**src/rtl/rotate_pkg.sv**
```systemverilog
// Shared definitions for rotate_cordic.
//   state_t   : controller states IDLE -> ROT -> [COMP] -> DONE
//   ATAN_LUT  : atan(2^-i) as a 16-bit fraction of a full turn, i = 0..15;
//               the block shifts entries right by (16-AW) to match its angle width
//   K_SH_*    : shift amounts of the gain-compensation constant
//               K = 2^-1 + 2^-3 - 2^-6 - 2^-9 (~0.6074)
package rotate_pkg;

  typedef enum logic [1:0] {IDLE, ROT, COMP, DONE} state_t;

  localparam logic [15:0] ATAN_LUT [16] = '{
    16'd8192, 16'd4836, 16'd2555, 16'd1297, 16'd651, 16'd326, 16'd163, 16'd81,
    16'd41,   16'd20,   16'd10,   16'd5,    16'd3,   16'd1,   16'd1,   16'd0
  };

  // K terms: added shifts then subtracted shifts
  localparam int unsigned K_SH_A = 1;
  localparam int unsigned K_SH_B = 3;
  localparam int unsigned K_SH_C = 6;
  localparam int unsigned K_SH_D = 9;

endpackage

```
**src/rtl/rotate_cordic.sv**
```systemverilog
// rotate_cordic: iterative CORDIC point rotator, one micro-rotation per clock.
//   x_o = x*cos(a) + y*sin(a), y_o = y*cos(a) - x*sin(a); angle full turn = 2**AW.
// Ports:
//   clk, reset          : clock, synchronous active-high reset
//   in_valid/in_ready   : request handshake (ready only in IDLE)
//   x_i, y_i, angle_i   : signed point, unsigned angle
//   out_valid/out_ready : result handshake (valid held until accepted)
//   x_o, y_o            : rounded, saturated rotated point
// Build option: define ROTATE_GAIN_COMP_EN to add the COMP state that scales the
// result by K (magnitude preserved); otherwise outputs carry the CORDIC gain ~1.6468.
module rotate_cordic
  import rotate_pkg::*;
#(
  parameter int W    = 10,
  parameter int AW   = 10,
  parameter int ITER = 10,
  parameter int G    = 3
) (
  input  logic          clk,
  input  logic          reset,
  input  logic          in_valid,
  output logic          in_ready,
  input  logic [W-1:0]  x_i,
  input  logic [W-1:0]  y_i,
  input  logic [AW-1:0] angle_i,
  output logic          out_valid,
  input  logic          out_ready,
  output logic [W-1:0]  x_o,
  output logic [W-1:0]  y_o
);

  localparam int IW = W + 2 + G;
  localparam int ZW = AW + 1;
  localparam int CW = $clog2(ITER + 1);

  localparam logic signed [IW-1:0] SMAX = IW'((1 << (W - 1)) - 1);
  localparam logic signed [IW-1:0] SMIN = -SMAX - IW'(1);

  state_t                 state;
  logic signed [IW-1:0]   xr, yr;
  logic signed [ZW-1:0]   zr;
  logic [CW-1:0]          cnt;

  // pre-rotation
  logic [1:0]             q;
  logic [AW-1:0]          z_red;
  logic signed [IW-1:0]   xe, ye, px, py;
  logic signed [ZW-1:0]   z0;

  // micro-rotation
  logic [3:0]             idx;
  logic signed [ZW-1:0]   atan_z;
  logic signed [IW-1:0]   xs, ys, x_nx, y_nx;
  logic signed [ZW-1:0]   z_nx;

`ifdef ROTATE_GAIN_COMP_EN
  logic signed [IW-1:0]   kx, ky;
`endif

  function automatic logic [W-1:0] round_sat(input logic signed [IW-1:0] v);
    logic signed [IW-1:0] r;
    r = v + $signed(IW'(1 << (G - 1)));
    r = r >>> G;
    if (r > SMAX)      round_sat = SMAX[W-1:0];
    else if (r < SMIN) round_sat = SMIN[W-1:0];
    else               round_sat = r[W-1:0];
  endfunction

  always_comb begin
    // quadrant by rounding the angle to the nearest multiple of 90 deg,
    // leaving a residual in [-45,45) deg for the CORDIC run
    q     = 2'((angle_i + AW'(1 << (AW - 3))) >> (AW - 2));
    z_red = angle_i - {q, {(AW-2){1'b0}}};
    z0    = {z_red[AW-1], z_red};
    xe    = {{2{x_i[W-1]}}, x_i, {G{1'b0}}};
    ye    = {{2{y_i[W-1]}}, y_i, {G{1'b0}}};
    case (q)
      2'd0:    begin px = xe;  py = ye;  end
      2'd1:    begin px = ye;  py = -xe; end
      2'd2:    begin px = -xe; py = -ye; end
      default: begin px = -ye; py = xe;  end
    endcase

    idx    = 4'(cnt);
    atan_z = ZW'(ATAN_LUT[idx] >> (16 - AW));
    xs     = xr >>> idx;
    ys     = yr >>> idx;
    if (!zr[ZW-1]) begin
      x_nx = xr + ys;
      y_nx = yr - xs;
      z_nx = zr - atan_z;
    end else begin
      x_nx = xr - ys;
      y_nx = yr + xs;
      z_nx = zr + atan_z;
    end

`ifdef ROTATE_GAIN_COMP_EN
    kx = (xr >>> K_SH_A) + (xr >>> K_SH_B) - (xr >>> K_SH_C) - (xr >>> K_SH_D);
    ky = (yr >>> K_SH_A) + (yr >>> K_SH_B) - (yr >>> K_SH_C) - (yr >>> K_SH_D);
`endif
  end

  // ROT runs cnt = 0..ITER: the first ITER cycles are micro-rotations, the
  // closing cycle either applies K (then COMP rounds) or rounds directly.
  always_ff @(posedge clk) begin
    if (reset) begin
      state     <= IDLE;
      in_ready  <= 1'b1;
      out_valid <= 1'b0;
      x_o       <= '0;
      y_o       <= '0;
      xr        <= '0;
      yr        <= '0;
      zr        <= '0;
      cnt       <= '0;
    end else begin
      case (state)
        IDLE: begin
          if (in_valid) begin
            xr       <= px;
            yr       <= py;
            zr       <= z0;
            cnt      <= '0;
            in_ready <= 1'b0;
            state    <= ROT;
          end
        end
        ROT: begin
          if (cnt != CW'(ITER)) begin
            xr  <= x_nx;
            yr  <= y_nx;
            zr  <= z_nx;
            cnt <= cnt + CW'(1);
          end else begin
`ifdef ROTATE_GAIN_COMP_EN
            xr    <= kx;
            yr    <= ky;
            state <= COMP;
`else
            x_o       <= round_sat(xr);
            y_o       <= round_sat(yr);
            out_valid <= 1'b1;
            state     <= DONE;
`endif
          end
        end
        COMP: begin
          x_o       <= round_sat(xr);
          y_o       <= round_sat(yr);
          out_valid <= 1'b1;
          state     <= DONE;
        end
        DONE: begin
          if (out_ready) begin
            out_valid <= 1'b0;
            in_ready  <= 1'b1;
            state     <= IDLE;
          end
        end
        default: state <= IDLE;
      endcase
    end
  end

endmodule

```
**config.mk**
```make
export PLATFORM = sky130hd
export DESIGN_NAME = rotate_cordic
export DESIGN_NICKNAME = d
export VERILOG_FILES = /design/src/rtl/rotate_pkg.sv /design/src/rtl/rotate_cordic.sv
export SDC_FILE = /design/constraint.sdc
export NUM_CORES = 1
export LEC_CHECK = 0
export CORE_MARGIN = 3
export CORE_UTILIZATION = 65
export DETAILED_ROUTE_END_ITERATION = 8
export PLACE_DENSITY = 0.85
export SYNTH_ARGS = -nofsm -noshare
export SYNTH_HDL_FRONTEND = slang
export SYNTH_SLANG_ARGS = --single-unit
```
**constraint.sdc**
```tcl
create_clock -name clk -period 7.6 [get_ports clk]
set_clock_uncertainty 0.15 [all_clocks]
set_input_delay 1.14 -clock clk [delete_from_list [all_inputs] [get_ports clk]]
set_output_delay 1.14 -clock clk [all_outputs]
set_load 0.1 [all_outputs]
```
==> results of run 1 <==
-- state kept, by name (all words and copies together), names as in the netlist --
name       cells
xr            15
y_o           10
state          2
yr            15
zr            11
cnt            4
in_ready       1
out_valid      1
x_o           10
-- metal layers --
metal,track usage,up-vias,wire length [um]
li1,-,4071,-
met1,0.453,3946,10100
met2,0.511,437,10700
met3,0.0744,73,2390
met4,0.133,0,928
met5,0,-,0
-- worst max-delay path, cell delays in order (launching register included) --
cell and delay [ns]:
sky130_fd_sc_hd__dfxtp_2 0.91, sky130_fd_sc_hd__buf_4 0.40, sky130_fd_sc_hd__nor2_1 0.14, sky130_fd_sc_hd__a221oi_1 0.39, sky130_fd_sc_hd__o21ai_1 0.12, sky130_fd_sc_hd__o311ai_1 0.20, sky130_fd_sc_hd__ha_1 0.36, sky130_fd_sc_hd__nand2_1 0.07
sky130_fd_sc_hd__o21ai_0 0.16, sky130_fd_sc_hd__fa_1 0.49, sky130_fd_sc_hd__a211oi_1 0.39, sky130_fd_sc_hd__o21ai_1 0.18, sky130_fd_sc_hd__a2111oi_0 0.57, sky130_fd_sc_hd__o31ai_1 0.23, sky130_fd_sc_hd__a31oi_1 0.27, sky130_fd_sc_hd__o311a_1 0.20
sky130_fd_sc_hd__a21oi_1 0.05, sky130_fd_sc_hd__a221oi_2 0.20
-- cell usage in the layout (no fill, tap or decap), drive strengths merged, types with 6 or more instances in the layout --
cell type | synthesis | final
o211ai | 8 | 8
o21ai | 48 | 48
a311oi | 10 | 10
xor2 | 44 | 44
nand3 | 16 | 16
mux2i | 24 | 24
nor3b | 7 | 7
a21o | 12 | 12
mux2 | 10 | 10
o22ai | 13 | 13
inv | 40 | 40
nor4 | 7 | 7
and3 | 6 | 6
a211oi | 45 | 45
mux4 | 30 | 30
ha | 61 | 61
a31oi | 18 | 18
o21a | 12 | 12
nor2b | 12 | 12
nor2 | 142 | 142
and2 | 10 | 10
o31ai | 7 | 7
nand2b | 16 | 16
clkdlybuf4s50 | 0 | 54
nor3 | 36 | 36
xnor2 | 59 | 59
a21oi | 96 | 96
dfxtp | 69 | 69
nand2 | 83 | 83
buf | 23 | 15
or2 | 7 | 7
or3 | 9 | 9
clkbuf | 65 | 9
-- through the flow --
step | util | std cells | area (um^2) | hold WS [ns]
5_1_grt | 0.732 | 1290 | 9320 | 0.330
2_1_floorplan | - | 1122 | 8550 | 0.286
3_5_place_dp | 0.711 | 1275 | 9050 | 0.297
3_3_place_gp | 0.711 | 1275 | 9050 | 0.288
6_report | 0.732 | 1290 | 9320 | 0.300
4_1_cts | 0.732 | 1290 | 9320 | 0.305
-- kinds of logic after synthesis --
logic type	synth area share
AOI/OAI and AO/OA	0.247
xor gates and xnor gates	0.105
adders and majority gates	0.0962
buffers and inverters	0.0630
muxes	0.120
DFF	0.161
and+or+nand+nor	0.206
-- final cells by class --
class | count | area [um^2] | area share
clock inverter | 6 | 41.3 | 0.00443
sequential | 69 | 1380 | 0.149
timing repair buffer | 69 | 651 | 0.0698
clock buffer | 9 | 225 | 0.0242
multi-input combinational | 924 | 6650 | 0.713
tap | 172 | 215 | 0.0231
inverter | 41 | 154 | 0.0165
-- worst max-delay path by stage --
stage              to  slack, ns  cells after the start
5_1_grt        yr[14]       1.38                     17
3_3_place_gp   yr[14]       2.25                     17
2_1_floorplan  yr[14]       2.80                     20
4_1_cts        yr[14]       2.06                     17
3_5_place_dp   yr[14]       2.12                     17
6_report       yr[14]       2.00                     17
==> results by stage, run 1 <==
Status:
- The run finished with clean final reports.

GRT:
- The first global-routing pass estimated 39100 um of wire.
- For this run the aggregate overflow at the end of global routing stands at 0.
- Entering global routing, the biggest net connects 74 pins.
- The number of antenna violations at the first check in global routing was 0.
- The all-layer global routing usage is 0.332.
- The via count of the first global-routing pass came to 7715.

CTS:
- At the later pin of the worst-skew pair, clock insertion delay measures 0.35 ns.
- The number of buffers between clock root and the deepest sink is 2.
- In this run the post-CTS setup repair buffer count came out at 0.
- CTS saw 69 sinks.
- TritonCTS created 9 clock buffers.
- The clock root buffer master is sky130_fd_sc_hd__clkbuf_16.
- The number of buffers added to fix hold violations after cts is 0.
- The clock tree synthesis step divided the H-tree into 3 levels.
- The clock tree from TritonCTS is yes.
- After clock tree synthesis, the repair step resized 0 gates.
- The clock slew seen by the registers of the worst setup and hold paths is 0.06 ns.

Floorplan:
- After floorplanning, the core was divided into 41 placement rows.
- The die footprint is 14600 um^2.
- The floorplan step set the die height to 121 um.
- For this configuration, the core starts out at a cell density of 0.672.
- The core area is 12700 um^2.
- The count of pins on the block boundary is 56.
- The die is 121 um wide.

Cells and area:
- Counting the fill cells in the layout gives 1068.
- The diode insertion count for antenna repair is 0.
- The area growth from synthesis to final layout is 8.92%.
- After the last flow step, the layout net total stands at 1212.
- In the final layout, the share of cells above drive strength 1 is 0.0796.

Timing:
- Setup repair after global routing left no endpoint under its margin.
- The hold violation count in the final report is 0.
- Measured against its own limit, the worst slew margin works out to 0.348.
- The final setup violation count is 0.
- The actual slew at the worst max-slew pin is 0.975 ns.
- Based on the critical path, the design can be clocked at up to 178 MHz.
- In the post-route analysis, the smallest setup slack over all paths is 2.00 ns.
- The final count of pins violating max slew was 0.
- Dividing the final minimum period by the clock period gives 0.737.
- The worst path in the final design needs a cycle of 5.60 ns, including I/O delays and setup.
- The setup TNS is 0 ns.

Synth:
- The average footprint of a synthesized cell is 7.62 um^2.
- Sorting the synthesized cells by how often they occur yields sky130_fd_sc_hd__nor2_1, sky130_fd_sc_hd__a21oi_1, sky130_fd_sc_hd__nand2_1, sky130_fd_sc_hd__dfxtp_1, sky130_fd_sc_hd__clkbuf_1.
- For this run, the leading register cell type out of synthesis is sky130_fd_sc_hd__dfxtp_1.
- Summing every instance area after synthesis gives 8550 um^2.
- The share of Yosys cell area claimed by the top area cell type is 0.161.
- The count of mapped cells out of synthesis is 1122.
- The number of synthesized register bits is 69.
- By instance count, the leading cell after synthesis is sky130_fd_sc_hd__nor2_1.
- Yosys printed 0 warnings.
- Sorting the synthesized cells by area gives the leading types as sky130_fd_sc_hd__dfxtp_1, sky130_fd_sc_hd__ha_1, sky130_fd_sc_hd__mux4_2.
- The cell type with the highest aggregate area in the netlist is sky130_fd_sc_hd__dfxtp_1.
- When the netlist entered floorplanning its net count stood at 1220.
- The share of the Yosys chip area taken by registers is 0.161.
- The share of flip-flops with an asynchronous set or reset after synthesis is 0.
- The number of distinct library cell variants in the gate-level netlist after synthesis is 81.
- The number of enable-type register cells in the synthesized netlist is 0.

Drt:
- The initial DRC count is 787.
- The routed design has 24100 um of wire.
- The number of nets with antenna violations after detailed routing is 0.
- After detailed routing, the average wire length per cell comes to 18.7 um.
- The routed layout has 8527 vias.
- Using the TritonRoute via totals, the vias-per-cell ratio works out to 6.61.
- After detailed routing, the number of remaining DRC violations is 0.
- The first-pass iteration count of the detailed router is 5.

Place:
- Timing analysis after detailed placement gives a worst setup slack of 2.12 ns.
- Routability-driven placement finished with a final weighted congestion of 1.12.
- The total half-perimeter wirelength after legalization and detailed placement is 17400 um.
- Port buffering added 55 buffers.

Setup path:
- By startpoint and endpoint, the worst setup path is classified as flip-flop to flip-flop.
- The arrival time of the worst setup path is 5.72 ns.
- The endpoint kind of the worst setup timing path is a flip-flop.
- The slack of the worst reg-to-reg path is 2.00 ns.
- The endpoint identified for the worst register-to-register timing path is yr[14].
- Of all nets on the critical path, the largest fanout is 45.
- Tracing the worst setup path back leads to its startpoint at cnt[1].
- The worst-case reg-to-reg path depth is 17.
- The startpoint identified for the worst register-to-register timing path is cnt[1].
- The startpoint type of the worst setup path is a flip-flop.
- Data on the critical path is required at its endpoint by 7.71 ns.

Hold path:
- In this run the most critical hold path is launched from x_o[0].
- Counting instances, the worst hold path has a depth of 2.
- The path with the worst hold slack has its endpoint at x_o[0].
- The worst min-delay path class is flip-flop to flip-flop.

Flow run:
- Max-cap violations in this run came to 0.
Power of run 1 is not shown: default switching activity piles up to over one toggle a cycle in this logic, so the estimate is an artifact.
==> run 2, diff against run 1 <==
Settings changed: CORE_UTILIZATION 65 to 56, PLACE_DENSITY 0.85 to 0.77.
Clock period 7.6 ns to 4.48 ns, I/O delays scaled along.
==> run 2 against run 1 <==
  * First-iteration DRC count increased by 32%
  * Flip-flop and latch count unchanged
  * Routed wire length increased by 11%
  * Via count increased by 5.1%
  * Non-clock buffer count increased by 86
  * Register-to-register slack got worse by 2.0 ns
  * Cell count increased by 7.6%
  * Count of clock-buffer cells in the layout increased by 1
  * Setup slack got worse by 2.0 ns
  * Utilization decreased by 4.1 points
  * Die area increased by 15%
  * Largest cell class unchanged
==> results by stage, run 2 (synthesis results as in run 1) <==
Drt:
- The initial DRC count was 1042 (+32%).
- The number of vias per cell after detailed routing is 6.46 (-2.3%).
- The average routed wire per standard cell is 19.4 um (+3.5%).
- The total wire length after detailed routing was 26900 um (+11%).
- The number of DRC violations after detailed routing was 0 (unchanged).
- The first-pass iteration count of the detailed router is 6 (+1).
- The number of nets with antenna violations after detailed routing came to 0 (unchanged).
- The total via count after detailed routing is 8966 (+5.1%).

Setup path:
- By instance count, the cell type seen most on the critical path is sky130_fd_sc_hd__mux4_2.
- The worst endpoint required time is 4.59 ns (-3.12 ns).
- The endpoint identified for the worst register-to-register timing path is yr[14].
- Traced cell by cell, the critical path runs through buf_12 > mux4_2 > mux4_2 > nand4b_1 > nor4_4 > nor2_1 > xnor2_1 > ha_1 > a21o_1 > a2111oi_4 > o31ai_4 > a31oi_2 > o311a_1 > a21oi_1 > a221oi_2.
- The worst path buffer plus inverter count came to 1 (unchanged).
- The critical path class is flip-flop to flip-flop.
- The slack of the worst reg-to-reg path is 0.004 ns (-1.99 ns).
- The worst-path maximum fanout is 8 (-82%).
- The arrival time of the worst setup path is 4.59 ns (-1.13 ns).
- The cell family contributing the most delay on the critical path is compound AO/OA/AOI/OAI gates.
- The worst-case reg-to-reg path depth is 15 (-2).
- The worst register-to-register path begins at cnt[0].
- The highest cell delay on the worst timing path is 0.56 ns (-0.35 ns).
- On the critical path, the stage with the largest delay is an instance of sky130_fd_sc_hd__mux4_2.
- The worst setup path is captured at a flip-flop.
- The worst setup path is launched from a flip-flop.
- The worst setup path startpoint is cnt[0].

Timing:
- The achievable frequency is 223 MHz (+25%).
- The final count of pins violating max slew came to 0 (unchanged).
- Setup repair after global routing could not meet its margin everywhere.
- The time the final worst path needs with I/O delays and setup was 4.48 ns (-1.13 ns).
- The worst slew margin relative to its limit is 0.351 (+0.00268).
- The actual slew at the worst max-slew pin is 0.971 ns (-0.00401 ns).
- The setup TNS is 0 ns (unchanged).
- The final clock period utilization by the worst path came to 0.999 (+0.262).
- The hold violation count in the final report is 0 (unchanged).
- The final setup violation count is 0 (unchanged).
- The post-layout worst setup margin is 0.00355 ns (-1.99 ns).

Cells and area:
- The share of cells above drive strength 1 came to 0.162 (+0.0824).
- The cell area after layout is 10200 um^2 (+9.4%).
- The diode insertion count for antenna repair is 0 (unchanged).
- The area growth from synthesis to final layout is 19.2%.
- The library cell used most frequently in the layout, excluding fill and tap cells, is sky130_fd_sc_hd__nor2_1.
- The largest registers in the layout are xr (15), yr (15), zr (11).
- The number of nets in the final layout is 1298 (+7.1%).
- The area used by sequential logic in the layout is 1390 um^2 (+0.45%).
- The final core utilization was 0.691 (-0.0413).
- Leaving out fill and tap cells, the most frequent cells in the layout are sky130_fd_sc_hd__nor2_1, sky130_fd_sc_hd__buf_4, sky130_fd_sc_hd__a21oi_1.
- The area taken by multi-input logic gates was 6780 um^2 (+1.9%).
- The fill cell total of the finished layout is 1245 (+17%).

Floorplan:
- The die footprint is 16800 um^2 (+15%).
- The core area is 14800 um^2 (+16%).
- The count of pins on the block boundary is 56 (unchanged).
- The die extent in x is 130 um (+7.4%).
- The initial core utilization is 0.580 (-0.0926).
- The vertical extent of the die is 130 um (+7.4%).
- The number of core rows was 44 (+7.3%).

Place:
- The routability congestion estimate from global placement is 0.980 (-12%).
- The total half-perimeter wirelength after legalization and detailed placement is 19800 um (+14%).
- The total cell area at the placement stage is 9670 um^2 (+6.8%).
- The number of port buffers came to 55 (unchanged).
- The worst slack after detailed placement is -0.0464 ns (-2.17 ns).

CTS:
- The count of H-tree levels built during CTS was 3 (unchanged).
- The clock network latency to the later pin of the worst-skew pair is 0.35 ns (about the same).
- The number of buffers added to fix hold violations after cts was 0 (unchanged).
- The number of buffers between clock root and the deepest sink is 2 (unchanged).
- The clock slew seen by the registers of the worst setup and hold paths is 0.06 ns (about the same).
- TritonCTS built the clock tree.
- The number of sinks on the clock net came to 69 (unchanged).
- The total CTS buffers is 9 (unchanged).
- The tree is rooted in a sky130_fd_sc_hd__clkbuf_16.

Hold path:
- The worst min-delay path class is flip-flop to flip-flop.
- The startpoint of the tightest hold check path is y_o[0].
- The instance count along the most critical hold path is 2 (unchanged).
- The endpoint with the worst hold slack is y_o[0].

GRT:
- The number of antenna violations at the first check in global routing was 0 (unchanged).
- The wire length of the first global-routing pass is 42100 um (+7.6%).
- The pin count of the biggest net entering global routing is 70 (-5.4%).
- The total congestion overflow after global routing is 0 (unchanged).
- The all-layer global routing usage came to 0.317 (-0.0151).
- The via count of the first global-routing pass is 7835 (+1.6%).

Flow run:
- The number of maximum-capacitance constraint violations is 0 (unchanged).

Status:
- The flow ran to the end, and the final reports show no timing, DRC or antenna violations.
[run 2: worst max path at each step]
stage                   to  slack [ns]  cells past startpoint
global route        yr[12]       -0.16                     20
global placement    xr[11]        0.04                     16
finish              yr[14]       0.004                     15
CTS                 yr[14]        0.01                     19
floorplan           yr[14]        0.01                     20
detailed placement  yr[14]       -0.05                     17
[run 2: area by class of cell]
| cell class | count | area share |
|---|---|---|
| Inverter | 41 | 0.0151 |
| Clock buffer | 10 | 0.0234 |
| Sequential cell | 69 | 0.136 |
| Timing Repair Buffer | 155 | 0.132 |
| Clock inverter | 5 | 0.00601 |
| Multi-Input combinational cell | 924 | 0.665 |
| Tap cell | 184 | 0.0226 |
[run 2: per-layer routing]
layer,track usage,wire [um],vias to the layer above
met5,0,0,-
met4,0.155,1310,0
met3,0.0565,2720,84
met2,0.454,11300,500
met1,0.458,11500,4145
li1,-,-,4237
[run 2: timing repair]
action / in CTS / in global routing
setup endpoints to repair: 3 / 15
buffers inserted: 0 / 10
cloned: 1 / 0
gates resized for setup: 5 / 22
pin swaps: 0 / 9
[run 2: tightest hold or removal path: cells and delay by family, from the launching register on]
kind / cells / cell delay (ns)
flip-flops: 1 / 0.31
AND/OR/NAND/NOR: 1 / 0.05
AO/OA/AOI/OAI: 1 / 0.05
[run 2: per-stage QoR]
stage          std cells  hold slack (ns)
2_1_floorplan       1122            0.286
3_3_place_gp        1362            0.289
3_5_place_dp        1362            0.295
4_1_cts             1378            0.302
5_1_grt             1388            0.319
6_report            1388            0.299
Power of run 2 is left out for the same reason.
==> run 3, diff against run 2 <==
Settings changed: CORE_ASPECT_RATIO from default to 1.4, HOLD_SLACK_MARGIN from default to 0.08.
==> run 3 against run 2 <==
  * Sequential share of layout area down 0.57 points
  * Non-clock buffer count rose by 43
  * First-iteration DRC count decreased by 12%
  * Cell area up 4.3%
  * Hold slack improved by 0.0032 ns
  * Flip-flop and latch count unchanged
  * Die area rose by 0.12%
  * Cell count increased by 3.5%
  * Routed wire length is 8.6% higher
  * Global-route usage rose by 1.9 points
  * Count of clock-buffer cells in the layout unchanged
  * Via count up 2.8%
  * Critical path type unchanged
  * Critical endpoint is now yr[12]
==> results by stage, run 3 (synthesis results as in run 1) <==
Setup path:
- The highest cell delay on the worst timing path came to 0.51 ns (-0.05 ns).
- The endpoint identified for the worst register-to-register timing path is yr[12].
- The critical path's most frequent cell is sky130_fd_sc_hd__buf_4.
- The slack of the worst reg-to-reg path is 0.009 ns (about the same).
- The endpoint kind of the worst setup timing path is a flip-flop.
- The worst setup path startpoint is cnt[0].
- The worst path buffer plus inverter count is 4 (+3).
- Walking the worst path, the cells encountered are buf_6 > mux4_2 > a22o_1 > or3_4 > nor2_1 > nand4b_1 > buf_4 > nor4_4 > buf_4 > a21oi_1 > xnor2_1 > ha_1 > nand2_1 > o31ai_2 > buf_4 > xor2_1 > a21oi_1 > a221oi_2.
- The worst-path maximum fanout is 6 (-2).
- The startpoint type of the worst setup path is a flip-flop.
- The worst register-to-register path begins at cnt[0].
- By startpoint and endpoint, the worst setup path is classified as flip-flop to flip-flop.
- The worst endpoint required time was 4.59 ns (about the same).
- The arrival time of the worst setup path is 4.59 ns (about the same).
- The cell with the largest stage delay on the worst path is sky130_fd_sc_hd__mux4_2.
- The total number of cells along the worst setup path is 18 (+3).
- Broken down by cell family, the worst path's largest delay share belongs to compound AO/OA/AOI/OAI gates.
- The capture point of the critical path is yr[12].
- The worst-case reg-to-reg path depth was 18 (+3).

Timing:
- The final clock period utilization by the worst path was 0.998 (-0.00123).
- The time the final worst path needs with I/O delays and setup is 4.47 ns (-0.00553 ns).
- Setup repair after global routing could not meet its margin everywhere.
- The worst slew margin relative to its limit is 0.352 (+0.00170).
- The actual slew at the worst max-slew pin is 0.968 ns (-0.00254 ns).
- The achievable frequency came to 224 MHz (+0.12%).
- The final setup violation count is 0 (unchanged).
- The final count of pins violating max slew is 0 (unchanged).
- The hold violation count in the final report came to 0 (unchanged).

GRT:
- The via count of the first global-routing pass is 8827 (+13%).
- The pin count of the biggest net entering global routing is 50 (-29%).
- The total congestion overflow after global routing is 0 (unchanged).
- The all-layer global routing usage was 0.336 (+0.0191).
- The wire length of the first global-routing pass came to 45700 um (+8.5%).
- The number of antenna violations at the first check in global routing is 0 (unchanged).

CTS:
- The total CTS buffers was 9 (unchanged).
- The clock tree from TritonCTS is yes.
- The clock slew seen by the registers of the worst setup and hold paths came to 0.06 ns (about the same).
- The number of buffers between clock root and the deepest sink is 2 (unchanged).
- The count of H-tree levels built during CTS came to 3 (unchanged).
- The number of sinks on the clock net is 69 (unchanged).
- The root buffer cell chosen for the clock tree is sky130_fd_sc_hd__clkbuf_16.
- The number of buffers added to fix hold violations after cts is 0 (unchanged).
- The clock network latency to the later pin of the worst-skew pair is 0.36 ns (about the same).

Floorplan:
- The initial core utilization is 0.582 (+0.00197).
- The vertical extent of the die is 152 um (+17%).
- The count of pins on the block boundary is 56 (unchanged).
- The die extent in x was 110 um (-15%).
- The die footprint was 16800 um^2 (+0.12%).
- The core area is 14700 um^2 (-0.34%).
- The number of core rows is 52 (+18%).

Cells and area:
- The area growth from synthesis to final layout is 24.3%.
- The post-route non-filler standard cell count is 1437 (+3.5%).
- In the layout the commonest cells are sky130_fd_sc_hd__nor2_1, sky130_fd_sc_hd__buf_4, sky130_fd_sc_hd__a21oi_1.
- The area used by sequential logic in the layout is 1390 um^2 (about the same).
- The number of nets in the final layout is 1341 (+3.3%).
- The fill cell total of the finished layout is 1227 (-1.4%).
- The diode insertion count for antenna repair is 0 (unchanged).
- The area taken by multi-input logic gates is 6810 um^2 (+0.50%).
- The share of cells above drive strength 1 came to 0.194 (+0.0320).
- The largest registers in the layout are xr (15), yr (15), zr (11).
- The library cell used most frequently in the layout, excluding fill and tap cells, is sky130_fd_sc_hd__nor2_1.

Place:
- The cell total after placement is 1406 (+3.2%).
- The routability congestion estimate from global placement came to 1.06 (+8.5%).
- The number of port buffers came to 55 (unchanged).
- The total half-perimeter wirelength after legalization and detailed placement is 22400 um (+13%).

Drt:
- The number of DRC violations after detailed routing came to 0 (unchanged).
- The total via count after detailed routing is 9216 (+2.8%).
- The total wire length after detailed routing is 29200 um (+8.6%).
- The number of nets with antenna violations after detailed routing came to 0 (unchanged).
- The number of vias per cell after detailed routing is 6.41 (-0.72%).
- The initial DRC count is 916 (-12%).
- The first-pass iteration count of the detailed router is 5 (-1).
- The average routed wire per standard cell was 20.3 um (+4.9%).

Hold path:
- In this run the most critical hold path is launched from y_o[0].
- The path class of the tightest hold or removal check is flip-flop to flip-flop.

Flow run:
- The number of maximum-capacitance constraint violations is 0 (unchanged).

Status:
- The run finished with clean final reports.
## run 3: layout make-up
| cell class | count | area share |
|---|---|---|
| tap | 189 | 0.0222 |
| clock inverter | 6 | 0.0127 |
| multi-input combinational | 924 | 0.640 |
| timing repair buffer | 198 | 0.158 |
| clock buffer | 10 | 0.0215 |
| sequential | 69 | 0.131 |
| inverter | 41 | 0.0145 |
## run 3: per-layer routing
layer	GRT usage	wire length, um	share of wire	up-vias
met1	0.391	10700	0.37	4312
met2	0.543	13600	0.47	443
li1	-	-	-	4325
met5	0	0	0	-
met4	0.257	2540	0.087	0
met3	0.0628	2340	0.080	136
## run 3: worst min-delay path by stage
stage                         to  cells past startpoint
after global routing       zr[2]                      2
after global placement    x_o[0]                      2
after detailed placement  y_o[0]                      2
after floorplan            zr[2]                      2
after CTS                 y_o[0]                      2
final                     y_o[0]                      2
## run 3: tightest hold or removal path, cell delays in order, from the launching register on
cell                      delay (ns)
sky130_fd_sc_hd__dfxtp_1        0.31
sky130_fd_sc_hd__nand2_1        0.05
sky130_fd_sc_hd__a21oi_1        0.05
## run 3: stage by stage
stage	worst slack [ns]	TNS [ns]	util	area, um^2	hold slack [ns]
finish	0.00907	0	0.723	10600	0.303
global route	-0.107	-0.330	0.723	10600	0.344
CTS	-0.0154	-0.0180	0.704	10300	0.304
detailed placement	-0.176	-0.255	0.679	9980	0.298
global placement	-0.0702	-0.0760	0.679	9980	0.288
floorplan	0.0110	0	-	8570	0.286
## run 3: repair_timing
action | 4_1_cts | 5_1_grt
pin swaps | 0 | 17
endpoints found under the hold margin | 0 | 0
endpoints found under the setup margin | 8 | 18
resized for setup | 2 | 35
cloned | 0 | 1
setup buffers | 0 | 14
Power of run 3 is left out for the same reason.
